--- config.mk ---
export PLATFORM = sky130hd
export DESIGN_NAME = ixu_div_ctrl
export DESIGN_NICKNAME = d
export VERILOG_FILES = /design/src/rtl/ixu_div_ctrl.sv
export SDC_FILE = /design/constraint.sdc
export NUM_CORES = 1
export LEC_CHECK = 0
export BUFFER_PORTS_ARGS = -buffer_cell sky130_fd_sc_hd__buf_4
export CORE_AREA = 2 2 97 99
export DETAILED_ROUTE_END_ITERATION = 7
export DIE_AREA = 0 0 99 101
export PLACE_DENSITY = 0.95
export SYNTH_ARGS = -nofsm -noshare
export SYNTH_HDL_FRONTEND = slang
export SYNTH_SLANG_ARGS = --single-unit
--- constraint.sdc ---
create_clock -name core_clock_i -period 2.7 [get_ports core_clock_i]
set_clock_uncertainty 0.15 [all_clocks]
set_input_delay 0.405 -clock core_clock_i [delete_from_list [all_inputs] [get_ports core_clock_i]]
set_output_delay 0.405 -clock core_clock_i [all_outputs]
set_load 0.05 [all_outputs]
--- src/rtl/ixu_div_ctrl.sv ---
// ixu_div_ctrl: issue-side sequencer for the ixu_div start/busy/done divider.
// Accepts one divide/remainder op, registers its operands, pulses start and
// waits for completion. It then holds the tagged result on the writeback port
// until that result is consumed.
// Optional feature macro: IXU_DIV_RESULT_CACHE_EN adds a one-entry result
// cache. Repeated identical ops are answered without starting the divider.
module ixu_div_ctrl #(
  parameter int TAG_W = 6
) (
  input  logic             core_clock_i,
  input  logic             core_reset_n_i,
  input  logic             core_flush_i,
  input  logic             issue_valid_i,
  output logic             issue_ready_o,
  input  logic             issue_opcode_i,
  input  logic             issue_unsigned_i,
  input  logic [31:0]      issue_a_i,
  input  logic [31:0]      issue_b_i,
  input  logic [TAG_W-1:0] issue_tag_i,
  output logic             div_start_o,
  output logic             div_opcode_o,
  output logic             div_unsigned_o,
  output logic [31:0]      div_a_o,
  output logic [31:0]      div_b_o,
  input  logic             div_busy_i,
  input  logic             div_done_i,
  input  logic             div_dbz_i,
  input  logic             div_overflow_i,
  input  logic [31:0]      div_res_i,
  output logic             wb_valid_o,
  input  logic             wb_ready_i,
  output logic [TAG_W-1:0] wb_tag_o,
  output logic [31:0]      wb_data_o,
  output logic             wb_dbz_o,
  output logic             wb_overflow_o
);

  typedef enum logic [1:0] {
    ST_IDLE  = 2'd0,
    ST_START = 2'd1,
    ST_WAIT  = 2'd2,
    ST_RESP  = 2'd3
  } state_t;

  state_t           state_q, state_d;

  // Captured micro-op; these feed the divider directly.
  logic             op_q, op_d;
  logic             uns_q, uns_d;
  logic [31:0]      a_q, a_d;
  logic [31:0]      b_q, b_d;
  logic [TAG_W-1:0] tag_q, tag_d;

  // Writeback result registers.
  logic [31:0]      wb_data_q, wb_data_d;
  logic             wb_dbz_q, wb_dbz_d;
  logic             wb_ovf_q, wb_ovf_d;

  // Event strobes; flush masks every event that would change state.
  logic             issue_fire;
  logic             div_complete;
  logic             wb_fire;

  // Cache view, constant in the build without the cache.
  logic             cache_hit;
  logic [31:0]      cache_res;
  logic             cache_dbz;
  logic             cache_ovf;

  assign issue_fire   = (state_q == ST_IDLE) & issue_valid_i & ~core_flush_i;
  // A done seen while busy is still high belongs to an aborted op.
  assign div_complete = (state_q == ST_WAIT) & div_done_i & ~div_busy_i & ~core_flush_i;
  assign wb_fire      = (state_q == ST_RESP) & wb_ready_i;

`ifdef IXU_DIV_RESULT_CACHE_EN
  logic        cache_vld_q, cache_vld_d;
  logic [31:0] cache_a_q, cache_a_d;
  logic [31:0] cache_b_q, cache_b_d;
  logic        cache_uns_q, cache_uns_d;
  logic        cache_op_q, cache_op_d;
  logic [31:0] cache_res_q, cache_res_d;
  logic        cache_dbz_q, cache_dbz_d;
  logic        cache_ovf_q, cache_ovf_d;

  // Lookup uses the live issue inputs so a hit can skip START entirely.
  assign cache_hit = cache_vld_q
                   & (cache_a_q   == issue_a_i)
                   & (cache_b_q   == issue_b_i)
                   & (cache_uns_q == issue_unsigned_i)
                   & (cache_op_q  == issue_opcode_i);
  assign cache_res = cache_res_q;
  assign cache_dbz = cache_dbz_q;
  assign cache_ovf = cache_ovf_q;

  // Refill the entry on every surviving divider completion; flush leaves it intact.
  always_comb begin
    cache_vld_d = cache_vld_q;
    cache_a_d   = cache_a_q;
    cache_b_d   = cache_b_q;
    cache_uns_d = cache_uns_q;
    cache_op_d  = cache_op_q;
    cache_res_d = cache_res_q;
    cache_dbz_d = cache_dbz_q;
    cache_ovf_d = cache_ovf_q;
    if (div_complete) begin
      cache_vld_d = 1'b1;
      cache_a_d   = a_q;
      cache_b_d   = b_q;
      cache_uns_d = uns_q;
      cache_op_d  = op_q;
      cache_res_d = div_res_i;
      cache_dbz_d = div_dbz_i;
      cache_ovf_d = div_overflow_i;
    end
  end

  // Cache storage; only reset invalidates it.
  always_ff @(posedge core_clock_i or negedge core_reset_n_i) begin
    if (!core_reset_n_i) begin
      cache_vld_q <= 1'b0;
      cache_a_q   <= '0;
      cache_b_q   <= '0;
      cache_uns_q <= 1'b0;
      cache_op_q  <= 1'b0;
      cache_res_q <= '0;
      cache_dbz_q <= 1'b0;
      cache_ovf_q <= 1'b0;
    end else begin
      cache_vld_q <= cache_vld_d;
      cache_a_q   <= cache_a_d;
      cache_b_q   <= cache_b_d;
      cache_uns_q <= cache_uns_d;
      cache_op_q  <= cache_op_d;
      cache_res_q <= cache_res_d;
      cache_dbz_q <= cache_dbz_d;
      cache_ovf_q <= cache_ovf_d;
    end
  end
`else
  assign cache_hit = 1'b0;
  assign cache_res = '0;
  assign cache_dbz = 1'b0;
  assign cache_ovf = 1'b0;
`endif

  // Next-state logic; flush overrides everything and returns to IDLE.
  always_comb begin
    state_d = state_q;
    unique case (state_q)
      ST_IDLE:  if (issue_fire) state_d = cache_hit ? ST_RESP : ST_START;
      ST_START: state_d = ST_WAIT;
      ST_WAIT:  if (div_complete) state_d = ST_RESP;
      ST_RESP:  if (wb_fire) state_d = ST_IDLE;
      default:  state_d = ST_IDLE;
    endcase
    if (core_flush_i) state_d = ST_IDLE;
  end

  // Operand capture on acceptance; held unchanged through START and WAIT.
  always_comb begin
    op_d  = op_q;
    uns_d = uns_q;
    a_d   = a_q;
    b_d   = b_q;
    tag_d = tag_q;
    if (issue_fire) begin
      op_d  = issue_opcode_i;
      uns_d = issue_unsigned_i;
      a_d   = issue_a_i;
      b_d   = issue_b_i;
      tag_d = issue_tag_i;
    end
  end

  // Writeback load from either the divider or the cache.
  always_comb begin
    wb_data_d = wb_data_q;
    wb_dbz_d  = wb_dbz_q;
    wb_ovf_d  = wb_ovf_q;
    if (div_complete) begin
      wb_data_d = div_res_i;
      wb_dbz_d  = div_dbz_i;
      wb_ovf_d  = div_overflow_i;
    end else if (issue_fire && cache_hit) begin
      wb_data_d = cache_res;
      wb_dbz_d  = cache_dbz;
      wb_ovf_d  = cache_ovf;
    end
  end

  // State, capture and writeback registers.
  always_ff @(posedge core_clock_i or negedge core_reset_n_i) begin
    if (!core_reset_n_i) begin
      state_q   <= ST_IDLE;
      op_q      <= 1'b0;
      uns_q     <= 1'b0;
      a_q       <= '0;
      b_q       <= '0;
      tag_q     <= '0;
      wb_data_q <= '0;
      wb_dbz_q  <= 1'b0;
      wb_ovf_q  <= 1'b0;
    end else begin
      state_q   <= state_d;
      op_q      <= op_d;
      uns_q     <= uns_d;
      a_q       <= a_d;
      b_q       <= b_d;
      tag_q     <= tag_d;
      wb_data_q <= wb_data_d;
      wb_dbz_q  <= wb_dbz_d;
      wb_ovf_q  <= wb_ovf_d;
    end
  end

  // Outputs decode from state and registers only; ready never sees wb_ready_i.
  assign issue_ready_o  = (state_q == ST_IDLE);
  assign div_start_o    = (state_q == ST_START);
  assign div_opcode_o   = op_q;
  assign div_unsigned_o = uns_q;
  assign div_a_o        = a_q;
  assign div_b_o        = b_q;
  assign wb_valid_o     = (state_q == ST_RESP);
  assign wb_tag_o       = tag_q;
  assign wb_data_o      = wb_data_q;
  assign wb_dbz_o       = wb_dbz_q;
  assign wb_overflow_o  = wb_ovf_q;

endmodule

Word-level counts from Yosys, hierarchy flattened
Cells that the tools add are included.
{"block": "word_totals", "ff_bits": 108, "inputBits": 113, "output_inout_bits": 109, "word_cells": 30}
{"block": "op_classes", "eq_ne": 6, "muxes": 5, "bitwise_logic": 8, "n_reduce_logical": 2}
{"cell": "$mux W2", "count": 4}
{"cell": "$pmux W2 S4", "count": 1}
{"cell": "$and A1 B1 Y1", "count": 6}
{"cell": "$ne A3 B2 Y1 const B", "count": 2}
{"cell": "$eq A2 B2 Y1 const B", "count": 2}
{"cell": "$ne A3 B3 Y1 const B", "count": 1}
{"cell": "$reduce_and A3 Y1", "count": 1}
{"cell": "$eq A2 B1 Y1 const B", "count": 1}
{"cell": "$logic_not A2 Y1", "count": 1}
{"cell": "$not A1 Y1", "count": 2}

Logic depth before layout (Yosys ltp)
Gate-level depths: netlist of the first run.
{"block": "logic_depth", "ltp_word": 7, "depth_mapped": 6, "mapped_depth_nobuf": 4}

Worst setup path after synthesis of the first run
Ideal clock, no wire load.
{"block": "synth_timing", "path_kind": "reg2reg", "start": "register state_q[0]", "end": "register a_q[0], in the netlist div_a_o[0]", "setup_ps": 125, "arrival_time_ps": 1692, "required_ps": 2425, "slack_ps": 733, "path_stages_with_launch": 7, "path_buffers": 2, "period_less_slack_ps": 1967, "path_cell_list": "dfrtp_1 > inv_1 > ha_1 > nand3b_1 > buf_4 > buf_6 > mux2_2"}
{"block": "synth_via", "elab_chain_cells": 3}
{"element": "start, declared", "line": "45", "rtl": "state_t state_q, state_d;"}
{"element": "start signal, assigned", "line": "204", "rtl": "state_q <= state_d;"}
{"element": "$logic_not A2 Y1"}
{"element": "via issue_ready_o", "line": "14", "rtl": "output logic issue_ready_o,"}
{"element": "$and A1 B1 Y1 (2 in series)", "line": "70", "rtl": "assign issue_fire = (state_q == ST_IDLE) & issue_valid_i & ~core_flush_i;"}
{"element": "end signal, assigned", "line": "197", "rtl": "a_q <= '0;"}
{"element": "end signal, assigned", "line": "207", "rtl": "a_q <= a_d;"}
{"element": "end, declared", "line": "50", "rtl": "logic [31:0] a_q, a_d;"}
The timed path passes the listed nets, and every way through them passes these cells.
A chain may end at the register's enable or synchronous reset.

Worst setup path after layout of the first run
{"block": "layout_timing", "start": "register state_q[0]", "end": "register b_q[8], in the netlist div_b_o[8]"}
{"block": "layout_via", "elab_chain_cells": 3}
{"element": "$logic_not A2 Y1", "line": "70"}
{"element": "$and A1 B1 Y1 (2 in series)", "line": "70"}
{"element": "end signal, assigned", "line": "198", "rtl": "b_q <= '0;"}
{"element": "end signal, assigned", "line": "208", "rtl": "b_q <= b_d;"}
{"element": "end, declared", "line": "51", "rtl": "logic [31:0] b_q, b_d;"}
Every way passes these cells.

==> results of run 1 <==
## sequential cells by signal, indices dropped and copies added (netlist names)
register and cells:
wb_dbz_o 1, wb_tag_o 6, div_opcode_o 1, wb_data_o 32
div_b_o 32, div_a_o 32, wb_overflow_o 1, state_q 2
div_unsigned_o 1
## worst max-delay path, delay by kind of cell (launching register included)
family,cells,cell delay (ns)
adder cells (fa/ha/maj),1,0.24
buffers and inverters,2,0.43
flip-flops,1,0.44
multiplexers,1,0.38
AND/OR/NAND/NOR,1,0.32
## worst max-delay path by stage
stage | end | slack [ns] | cells after the start
3_5_place_dp | div_a_o[14]$_DFFE_PN0P_ | 0.64 | 5
5_1_grt | div_a_o[12]$_DFFE_PN0P_ | 0.51 | 5
6_report | div_b_o[8]$_DFFE_PN0P_ | 0.59 | 5
4_1_cts | div_b_o[8]$_DFFE_PN0P_ | 0.62 | 5
2_1_floorplan | div_a_o[0]$_DFFE_PN0P_ | 0.73 | 6
3_3_place_gp | div_b_o[26]$_DFFE_PN0P_ | 0.75 | 5
## cells in the final DEF, fill, tap and decap left out
| cell | netlist | routed |
|---|---|---|
| nand2b_4 | 1 | 1 |
| a222oi_1 | 1 | 1 |
| inv_8 | 0 | 1 |
| inv_1 | 4 | 4 |
| inv_6 | 0 | 1 |
| mux2i_1 | 2 | 2 |
| nand2b_1 | 3 | 3 |
| bufinv_16 | 0 | 2 |
| clkinvlp_4 | 0 | 2 |
| dlygate4sd3_1 | 0 | 1 |
| buf_12 | 0 | 2 |
| dfrtp_1 | 108 | 108 |
| o21bai_1 | 1 | 1 |
| nor3b_4 | 1 | 1 |
| ha_1 | 5 | 5 |
| buf_4 | 1 | 224 |
| mux2_2 | 106 | 106 |
| nand3b_1 | 1 | 1 |
| clkbuf_8 | 0 | 10 |
## metrics by stage
step | instances | util [%] | hold WS [ns]
finish | 587 | 68.77 | 0.1173
global route | 587 | 68.77 | 0.08630
CTS | 587 | 68.77 | 0.09275
detailed placement | 570 | 66.06 | 0.2850
global placement | 570 | 66.06 | 0.2757
floorplan | 244 | - | -0.04059
## cells by family (layout without fill, tap and decap cells)
group	count (synthesis)	after routing	share of synthesized area, %
adder cells (fa/ha/maj)	5	5	1.493
buffers and inverters	15	247	3.225
AO/OA/AOI/OAI	2	2	0.4181
multiplexers	108	108	28.96
flip-flops	108	108	64.50
AND/OR/NAND/NOR	6	6	1.403
## Yosys cell counts
library cell	n	area share, %
o21bai_1	1	0.18
mux2_2	106	28
nand2b_4	1	0.33
nand2b_1	3	0.45
a222oi_1	1	0.24
buf_6	10	2.7
dfrtp_1	108	64
nand3b_1	1	0.18
inv_1	4	0.36
nor3b_4	1	0.45
ha_1	5	1.5
mux2i_1	2	0.48
buf_4	1	0.18
## layout make-up
class	instances	area [sq um]	area share [%]
Sequential cell	108	2703	43.78
Inverter	4	15.01	0.2432
Clock buffer	10	137.6	2.229
Tap cell	111	138.9	2.250
Multi-Input combinational cell	121	1353	21.91
Clock inverter	6	95.09	1.540
Timing Repair Buffer	227	1732	28.05
## power groups by stage
stage | sequential, mW | combinational (mW) | clock, mW
finish | 2.79 | 5.28 | 1.12
detailed placement | 2.82 | 5.32 | 0
global route | 2.88 | 5.47 | 1.21
floorplan | 5.40 | 1.06 | 0
global placement | 2.76 | 5.22 | 0
CTS | 2.79 | 5.33 | 1.15
## what timing repair did
item / 4_1_cts / 5_1_grt
endpoints found under the hold margin: 41 / 0
hold buffers: 1 / 0
setup buffers: 0 / 0
## metal layers
layer | share of wire [%] | vias up | global-route usage (%)
met5 | 0 | - | 0
met4 | 1.6 | 0 | 7.060
met3 | 6.9 | 14 | 4.577
met2 | 54 | 123 | 33.63
met1 | 38 | 1397 | 22.32
li1 | - | 1300 | -
==> results.md, run 1 <==
* Initial Util at 46.68%
* Final Cell Area at just over 0.006 sq mm
* Antenna-violating nets left at 0
* Critical-path cell list: inv_1 > ha_1 > nand3b_1 > buf_12 > mux2_2
* Initial drt markers at 70
* Ports at between 200 and 250
* Max incr delay on CP at 0.44 ns
* Placed Area at just under 0.006 sq mm
* Wirelength per Cell at 16.59 um
* CP Launch Type: register
* Number of library cell types mapped by synthesis at 13
* GRT overflow at 0
* Synth Instances at ~240
* GP Congestion at 0.7653
* Setup crit start: state_q[0]$_DFFE_PN0P_
* Worst-Skew Late Latency at 0.35 ns
* Switching pwr at 4.482 mW
* Core ar. at 0.008977 sq mm
* Total Power at roughly 9.2 mW
* Synth warn at 0
* Peak Freq at about 0.47 GHz
* Die area at 0.009999 sq mm
* Critical path capture point type: register
* Sequential fraction of the synthesis area at roughly 64%
* Vias at around 2800
* Die Y at around 100 um
* H-tree levels at 3
* Initial antenna violation count at 0
* RSZ-0062 raised after global routing: false
* Final HPWL DP at 7389 um
* CP Max Fanout at 53
* R2r startpoint: state_q[0]$_DFFE_PN0P_
* Leak at 3.105 nW
* Switch share at roughly half
* CTS tree: yes
* Internal Pwr Total at 4.703 mW
* Ant diodes at 0
* Clock Path Buffers at 2
* Residual DRC count at 0
* Hold path endpoint: div_a_o[0]$_DFFE_PN0P_
* Clock share of power at approximately 12%
* Area growth syn-to-layout at 47.33%
* Final min period at 2.112 ns
* Vias in the first global route at 3029
* Crit-path slowest cell: dfrtp_1
* Final setup fails at 0
* Max transition margin at 62.95%
* Max VDD drop at 1.028 mV
* Cell area after synthesis at 0.004190 sq mm
* Status: finished, final reports clean
* Dpl ws at 0.6370 ns
* R2r setup slk at 0.59 ns
* Largest net degree at the start of global routing at 54
* Combinational power share at 57.5%
* FF+latch count, synth at 108
* Via density at a little under 5
* CTS Sinks at 108
* Setup tns final at 0 ns
* Row Count at 35
* Drt pass-1 iters at 6
* TritonCTS buffer count at 9
* Root buffer cell: clkbuf_8
* Min-Delay Startpoint: issue_a_i[0]
* Gr usage total at 18.93%
* Final Max Tran Viols at 0
* Slew @ Worst Pin at 0.5557 ns
* Syn_nets at 362
* Horiz. Die Dim at 99 um
* Period utilisation layout at 78.21%
* Hold WC Path Type: in -> reg
* Average size of a mapped cell at 17.17 sq um
* Crit path required time at 2.79 ns
* CP Class: reg -> reg
* Post-CTS sizing at 0
* Reg clk slew, reported paths at 0.11 ns
* IO Port Bufs at 221
* Wirelength, routed at about 9700 um
* R2R depth at 5
* Max Cap Viol at 0
* Worst EP arrival at approximately 2.2 ns
* Worst hold stages at 2
* R2R Path End: div_b_o[8]$_DFFE_PN0P_
* Global-route wire length before repair at 14960 um
* Hold Vio Cnt, Final at 0
* PwrDens at 1488 mW/mm^2
* Layout cells sized above 1 at between 70% and 80%
* Fillers at 653
* Sequential power share at between 30 and 40%
* Fin nets at 589
* Final WS setup at 0.5884 ns
Power figures use the tool's default switching activity.
==> run 2: changes to the inputs <==
--- a/config.mk
+++ b/config.mk
@@ -6,10 +6,10 @@
 export NUM_CORES = 1
 export LEC_CHECK = 0
 export BUFFER_PORTS_ARGS = -buffer_cell sky130_fd_sc_hd__buf_4
-export CORE_AREA = 2 2 97 99
+export CORE_AREA = 2 2 100 102
 export DETAILED_ROUTE_END_ITERATION = 7
-export DIE_AREA = 0 0 99 101
-export PLACE_DENSITY = 0.95
+export DIE_AREA = 0 0 102 104
+export PLACE_DENSITY = 0.91
 export SYNTH_ARGS = -nofsm -noshare
 export SYNTH_HDL_FRONTEND = slang
 export SYNTH_SLANG_ARGS = --single-unit
==> constraint.sdc (replaced) <==
create_clock -name core_clock_i -period 2.1 [get_ports core_clock_i]
set_clock_uncertainty 0.15 [all_clocks]
set_input_delay 0.315 -clock core_clock_i [delete_from_list [all_inputs] [get_ports core_clock_i]]
set_output_delay 0.315 -clock core_clock_i [all_outputs]
set_load 0.05 [all_outputs]
==> results.md, run 2 (synthesis results as in run 1) <==
* Final Max Tran Viols at 0
* Clock Path Buffers at 2
* Commonest cells after routing, fill and taps aside: 223 x buf_4, 108 x dfrtp_1, 106 x mux2_2
* Residual DRC count at 0
* Vias in the first global route at 3168
* Switch share at 49.65%
* Crit path required time at 2.19 ns
* Slew @ Worst Pin at between 0.6 and 0.7 ns
* PwrDens at around 1900 mW/mm^2
* R2R Path End: div_b_o[20]$_DFFE_PN0P_
* Hold Vio Cnt, Final at 0
* CP Max Fanout at a little under 70
* Fin nets at 589
* Hold WC Path Type: in -> reg
* Initial drt markers at 79
* H-tree levels at 3
* Leak at 3.085 nW
* Die Y at 104 um
* Max Cap Viol at 0
* Layout cells sized above 1 at 73.26%
* CP Class: reg -> reg
* Wirelength, routed at 9961 um
* Sequential power share at between 30% and 40%
* Clock share of power at under 10%
* Horiz. Die Dim at 102 um
* Initial antenna violation count at 0
* Core ar. at 0.009549 sq mm
* CP Launch Type: register
* Drt pass-1 iters at 4
* Row Count at 36
* Critical path capture point type: register
* Final setup fails at 0
* R2r setup slk at 0.15 ns
* Initial Util at 43.88%
* Most common cell after layout, fill and taps aside: buf_4
* GRT overflow at 0
* Worst EP arrival at 2.04 ns
* Ant diodes at 0
* Antenna-violating nets left at 0
* Ports at 222
* Peak Freq at 0.5126 GHz
* R2R depth at 5
* Final HPWL DP at ~7600 um
* Total Power at between 10 and 15 mW
* Via density at 4.768
* Internal Pwr Total at 5.794 mW
* Die area at 0.01061 sq mm
* Critical Path End: div_b_o[20]$_DFFE_PN0P_
* Switching pwr at 5.713 mW
* Multi-input logic area at between 0.001 and 0.0015 sq mm
* Fillers at 745
* IO Port Bufs at ~220
* TritonCTS buffer count at 9
* Worst-Skew Late Latency at 0.35 ns
* Vias at 2899
* Root buffer cell: clkbuf_8
* Global-route wire length before repair at 15320 um
* Area growth syn-to-layout at 46.85%
* Max VDD drop at just under 1 mV
* FF/Latch Area at 0.002703 sq mm
* Period utilisation layout at 92.90%
* Post CTS Setup Buffer Count at 0
* Max transition margin at 58.44%
* Largest net degree at the start of global routing at 109
* Setup crit start: state_q[1]$_DFFE_PN0P_
* CTS tree: yes
* Status: finished, final reports clean
* Gr usage total at 18.63%
* Final min period at a little under 2 ns
* Reg clk slew, reported paths at 0.10 ns
* Wirelength per Cell at 16.38 um
* Combinational power share at 59.2%
* GP Congestion at ~0.74
* R2r startpoint: state_q[1]$_DFFE_PN0P_
* WHS at 0.03459 ns
* CTS Sinks at roughly 110
==> run 2: cell count changes in the layout (fill, tap and decap cells not counted) <==
cell        delta
inv_6          -1
inv_8          -1
clkbuf_16      +1
clkinvlp_4     -1
clkbuf_1       +1
buf_4          -1
clkinv_4       +1
clkinv_2       +2
bufinv_16      -2
==> run 2: power by group through the flow <==
| stage | clock network (mW) | logic (mW) | registers, mW |
|---|---|---|---|
| floorplan | 0 | 1.36 | 6.94 |
| CTS | 1.17 | 6.86 | 3.60 |
| global route | 1.24 | 7.05 | 3.70 |
| detailed placement | 0 | 6.86 | 3.63 |
| finish | 1.11 | 6.81 | 3.58 |
| global placement | 0 | 6.72 | 3.56 |
==> run 2: how the worst min path moves through the flow <==
stage	startpoint	endpoint	slack, ns	depth (start not counted)
after global routing	div_dbz_i	wb_dbz_o$_DFFE_PN0P_	0.008	2
final	div_res_i[22]	wb_data_o[22]$_DFFE_PN0P_	0.03	2
after floorplan	core_reset_n_i	div_a_o[0]$_DFFE_PN0P_	-0.13	0
after global placement	core_reset_n_i	div_b_o[28]$_DFFE_PN0P_	0.28	2
after detailed placement	core_reset_n_i	div_b_o[18]$_DFFE_PN0P_	0.29	2
after CTS	issue_a_i[17]	div_a_o[17]$_DFFE_PN0P_	0.01	2
==> run 2: worst max-delay path: stages (launching register included) <==
cell and delay [ns]:
dfrtp_1 0.42, inv_1 0.10, ha_1 0.22, nand3b_1 0.17, clkbuf_16 0.35, mux2_2 0.38
==> run 2: final cells by class <==
cell class                 instances  area share (%)
sequential                       108           43.92
timing repair buffer             227           28.43
multi-input combinational        121           21.98
tap                              133           2.704
clock buffer                      11           2.298
clock inverter                     4          0.4270
inverter                           4          0.2440
==> run 2: what timing repair did <==
item	4_1_cts	5_1_grt
hold buffers	1	0
resized for setup	0	1
endpoints found under the hold margin	108	0
setup endpoints to repair	0	2
==> run 2: per-stage QoR <==
stage	util (%)	instance area (sq um)	TNS, ns	std cells	worst slack [ns]
floorplan	-	4190	0	244	0.1334
global placement	62.53	5971	0	592	0.2643
detailed placement	62.53	5971	0	592	0.1771
CTS	64.39	6148	0	608	0.1520
global route	64.44	6153	-0.01995	608	-0.006994
finish	64.44	6153	0	608	0.1491
==> run 2: per-layer routing <==
metal | track usage, % | wire, um
met2 | 34.12 | 5466
met3 | 4.099 | 667
met1 | 19.47 | 3498
met5 | 0 | 0
met4 | 9.524 | 328
==> run 3: changes to the inputs <==
--- a/config.mk
+++ b/config.mk
@@ -6,10 +6,10 @@
 export NUM_CORES = 1
 export LEC_CHECK = 0
 export BUFFER_PORTS_ARGS = -buffer_cell sky130_fd_sc_hd__buf_4
-export CORE_AREA = 2 2 100 102
+export CORE_AREA = 2 2 106 108
 export DETAILED_ROUTE_END_ITERATION = 7
-export DIE_AREA = 0 0 102 104
-export PLACE_DENSITY = 0.91
+export DIE_AREA = 0 0 108 110
+export PLACE_DENSITY = 0.86
 export SYNTH_ARGS = -nofsm -noshare
 export SYNTH_HDL_FRONTEND = slang
 export SYNTH_SLANG_ARGS = --single-unit
==> constraint.sdc (replaced) <==
create_clock -name core_clock_i -period 1.7 [get_ports core_clock_i]
set_clock_uncertainty 0.15 [all_clocks]
set_input_delay 0.255 -clock core_clock_i [delete_from_list [all_inputs] [get_ports core_clock_i]]
set_output_delay 0.255 -clock core_clock_i [all_outputs]
set_load 0.05 [all_outputs]
==> results.md, run 3 (synthesis results as in run 1) <==
* Status: finished, violations left
* Failing checks: setup timing
* Core ar. at around 0.011 sq mm
* Setup crit start: state_q[0]$_DFFE_PN0P_
* Vias in the first global route at 3790
* Max transition margin at around three fifths
* Placed Cells at 609
* GRT overflow at 0
* CP Class: reg -> reg
* Slew @ Worst Pin at 0.5891 ns
* Wirelength, routed at approximately 14000 um
* Largest net degree at the start of global routing at 109
* Fin nets at approximately 710
* Switching pwr at 7.514 mW
* Sequential power share at 29.5%
* Setup tns final at -3.198 ns
* Final cell count without fillers at 741
* GP Congestion at about 0.74
* Hold Vio Cnt, Final at 0
* Internal Pwr Total at approximately 7.8 mW
* Final min period at 1.797 ns
* Final setup fails at 78
* Global-route wire length before repair at 18560 um
* Initial antenna violation count at 1
* Initial Util at 39.17%
* Max Cap Viol at 0
* Min-Delay Startpoint: core_flush_i
* Wirelength per Cell at 18.32 um
* PwrDens at 1987 mW/mm^2
* Ports at approximately 220
* Vias at around 3400
* Final WS setup at -0.09660 ns
* Period utilisation layout at 105.7%
* Layout cells sized above 1 at 62.50%
* Total Power at approximately 15 mW
* Final HPWL DP at 7564 um
* Root buffer cell: clkbuf_8
* CP Max Fanout at 6
* Clock share of power at about a tenth
* RSZ-0062 raised after global routing: true
* Max VDD drop at 1.209 mV
* Antenna-violating nets left at 0
* CP Launch Type: register
* Clock Path Buffers at 2
* Horiz. Die Dim at 108 um
* WHS at 0.04897 ns
* Residual DRC count at 0
* Most common cell after layout, fill and taps aside: buf_4
* Combinational power share at 61.1%
* IO Port Bufs at approximately 220
* Switch share at 49.23%
* Via density at 4.636
* Area growth syn-to-layout at 83.37%
* Leak at approximately 3.7 nW
* Die area at about 0.012 sq mm
* Worst EP arrival at ~1.9 ns
* Initial drt markers at 153
* Reg clk slew, reported paths at roughly 0.10 ns
* Die Y at 110 um
* CTS tree: yes
* Critical path capture point type: register
* Row Count at 38
* TritonCTS buffer count at 9
* Final Max Tran Viols at 0
* Commonest cells after routing, fill and taps aside: 225 x buf_4, 107 x dfrtp_1, 107 x dlygate4sd3_1
* R2r startpoint: state_q[0]$_DFFE_PN0P_
* Hold WC Path Type: in -> reg
* Crit path required time at 1.80 ns
* H-tree levels at 3
* Drt pass-1 iters at 4
* Fillers at 664
* Peak Freq at 0.5566 GHz
* Worst-Skew Late Latency at between 0.3 and 0.4 ns
* CTS Sinks at 108
* Gr usage total at 20.49%
## run 3: cell count changes in the layout (fill, tap and decap cells not counted), sizes merged
cell         previous run  this run
buf                   225       240
clkinvlp                1         2
inv                     4         5
clkinv                  3         4
diode                   0         1
dlygate4sd3             1       107
clkbuf                 12        13
## run 3: area by class of cell
class / instances / area [sq um] / share of cell area [%]
clock buffers: 9 / 123.9 / 1.612
multi-input cells: 121 / 1511 / 19.67
repair buffers: 351 / 3100 / 40.35
flip-flops and latches: 108 / 2704 / 35.19
inverters: 4 / 15.01 / 0.1954
diodes: 1 / 2.502 / 0.03257
clock inverters: 7 / 51.30 / 0.6676
well taps: 140 / 175.2 / 2.280
## run 3: power by group through the flow
| stage | clock network (mW) | logic, mW | registers (mW) |
|---|---|---|---|
| 3_5_place_dp | 0 | 8.70 | 4.49 |
| 2_1_floorplan | 0 | 1.74 | 8.58 |
| 5_1_grt | 1.57 | 9.65 | 4.61 |
| 4_1_cts | 1.47 | 8.97 | 4.45 |
| 6_report | 1.44 | 9.32 | 4.50 |
| 3_3_place_gp | 0 | 8.53 | 4.41 |
## run 3: timing repair
action | CTS | global route
setup buffers | 0 | 1
setup endpoints to repair | 90 | 110
endpoints found under the hold margin | 214 | 0
pin swaps | 0 | 1
hold buffers | 107 | 0
resized for setup | 10 | 38
gates cloned | 0 | 7
## run 3: critical path, cell delays in order, from the launching register on
cell     delay (ns)
dfrtp_1        0.41
inv_2          0.12
ha_4           0.14
nor3b_4        0.18
buf_6          0.19
buf_6          0.16
mux2_2         0.34
## run 3: per-stage QoR
| stage | worst slack [ns] | area (sq um) | utilization (%) |
|---|---|---|---|
| 5_1_grt | -0.1385 | 7684 | 71.82 |
| 3_5_place_dp | -0.06194 | 6117 | 57.18 |
| 6_report | -0.09660 | 7684 | 71.82 |
| 4_1_cts | -0.04615 | 7401 | 69.18 |
| 3_3_place_gp | -0.03136 | 6117 | 57.18 |
| 2_1_floorplan | -0.05916 | 4219 | - |
## run 3: worst paths after layout
path | to | slack, ns | depth (start not counted)
worst max-delay path | wb_data_o[3]$_DFFE_PN0P_ | -0.1 | 6
worst min-delay path | state_q[1]$_DFFE_PN0P_ | 0.05 | 3
worst max register to register | wb_data_o[3]$_DFFE_PN0P_ | -0.1 | 6
worst min register to register | div_a_o[10]$_DFFE_PN0P_ | 0.37 | 1
max in group asynchronous | state_q[1]$_DFFE_PN0P_ | 0.56 | 3
min in group asynchronous | div_b_o[27]$_DFFE_PN0P_ | 0.34 | 3
## run 3: layer usage
metal	GRT usage, %	share of wire (%)	vias up
met5	0	0	-
met4	6.319	2.5	0
met3	5.820	5.9	29
met2	40.97	57	149
met1	20.28	34	1698
li1	-	-	1559
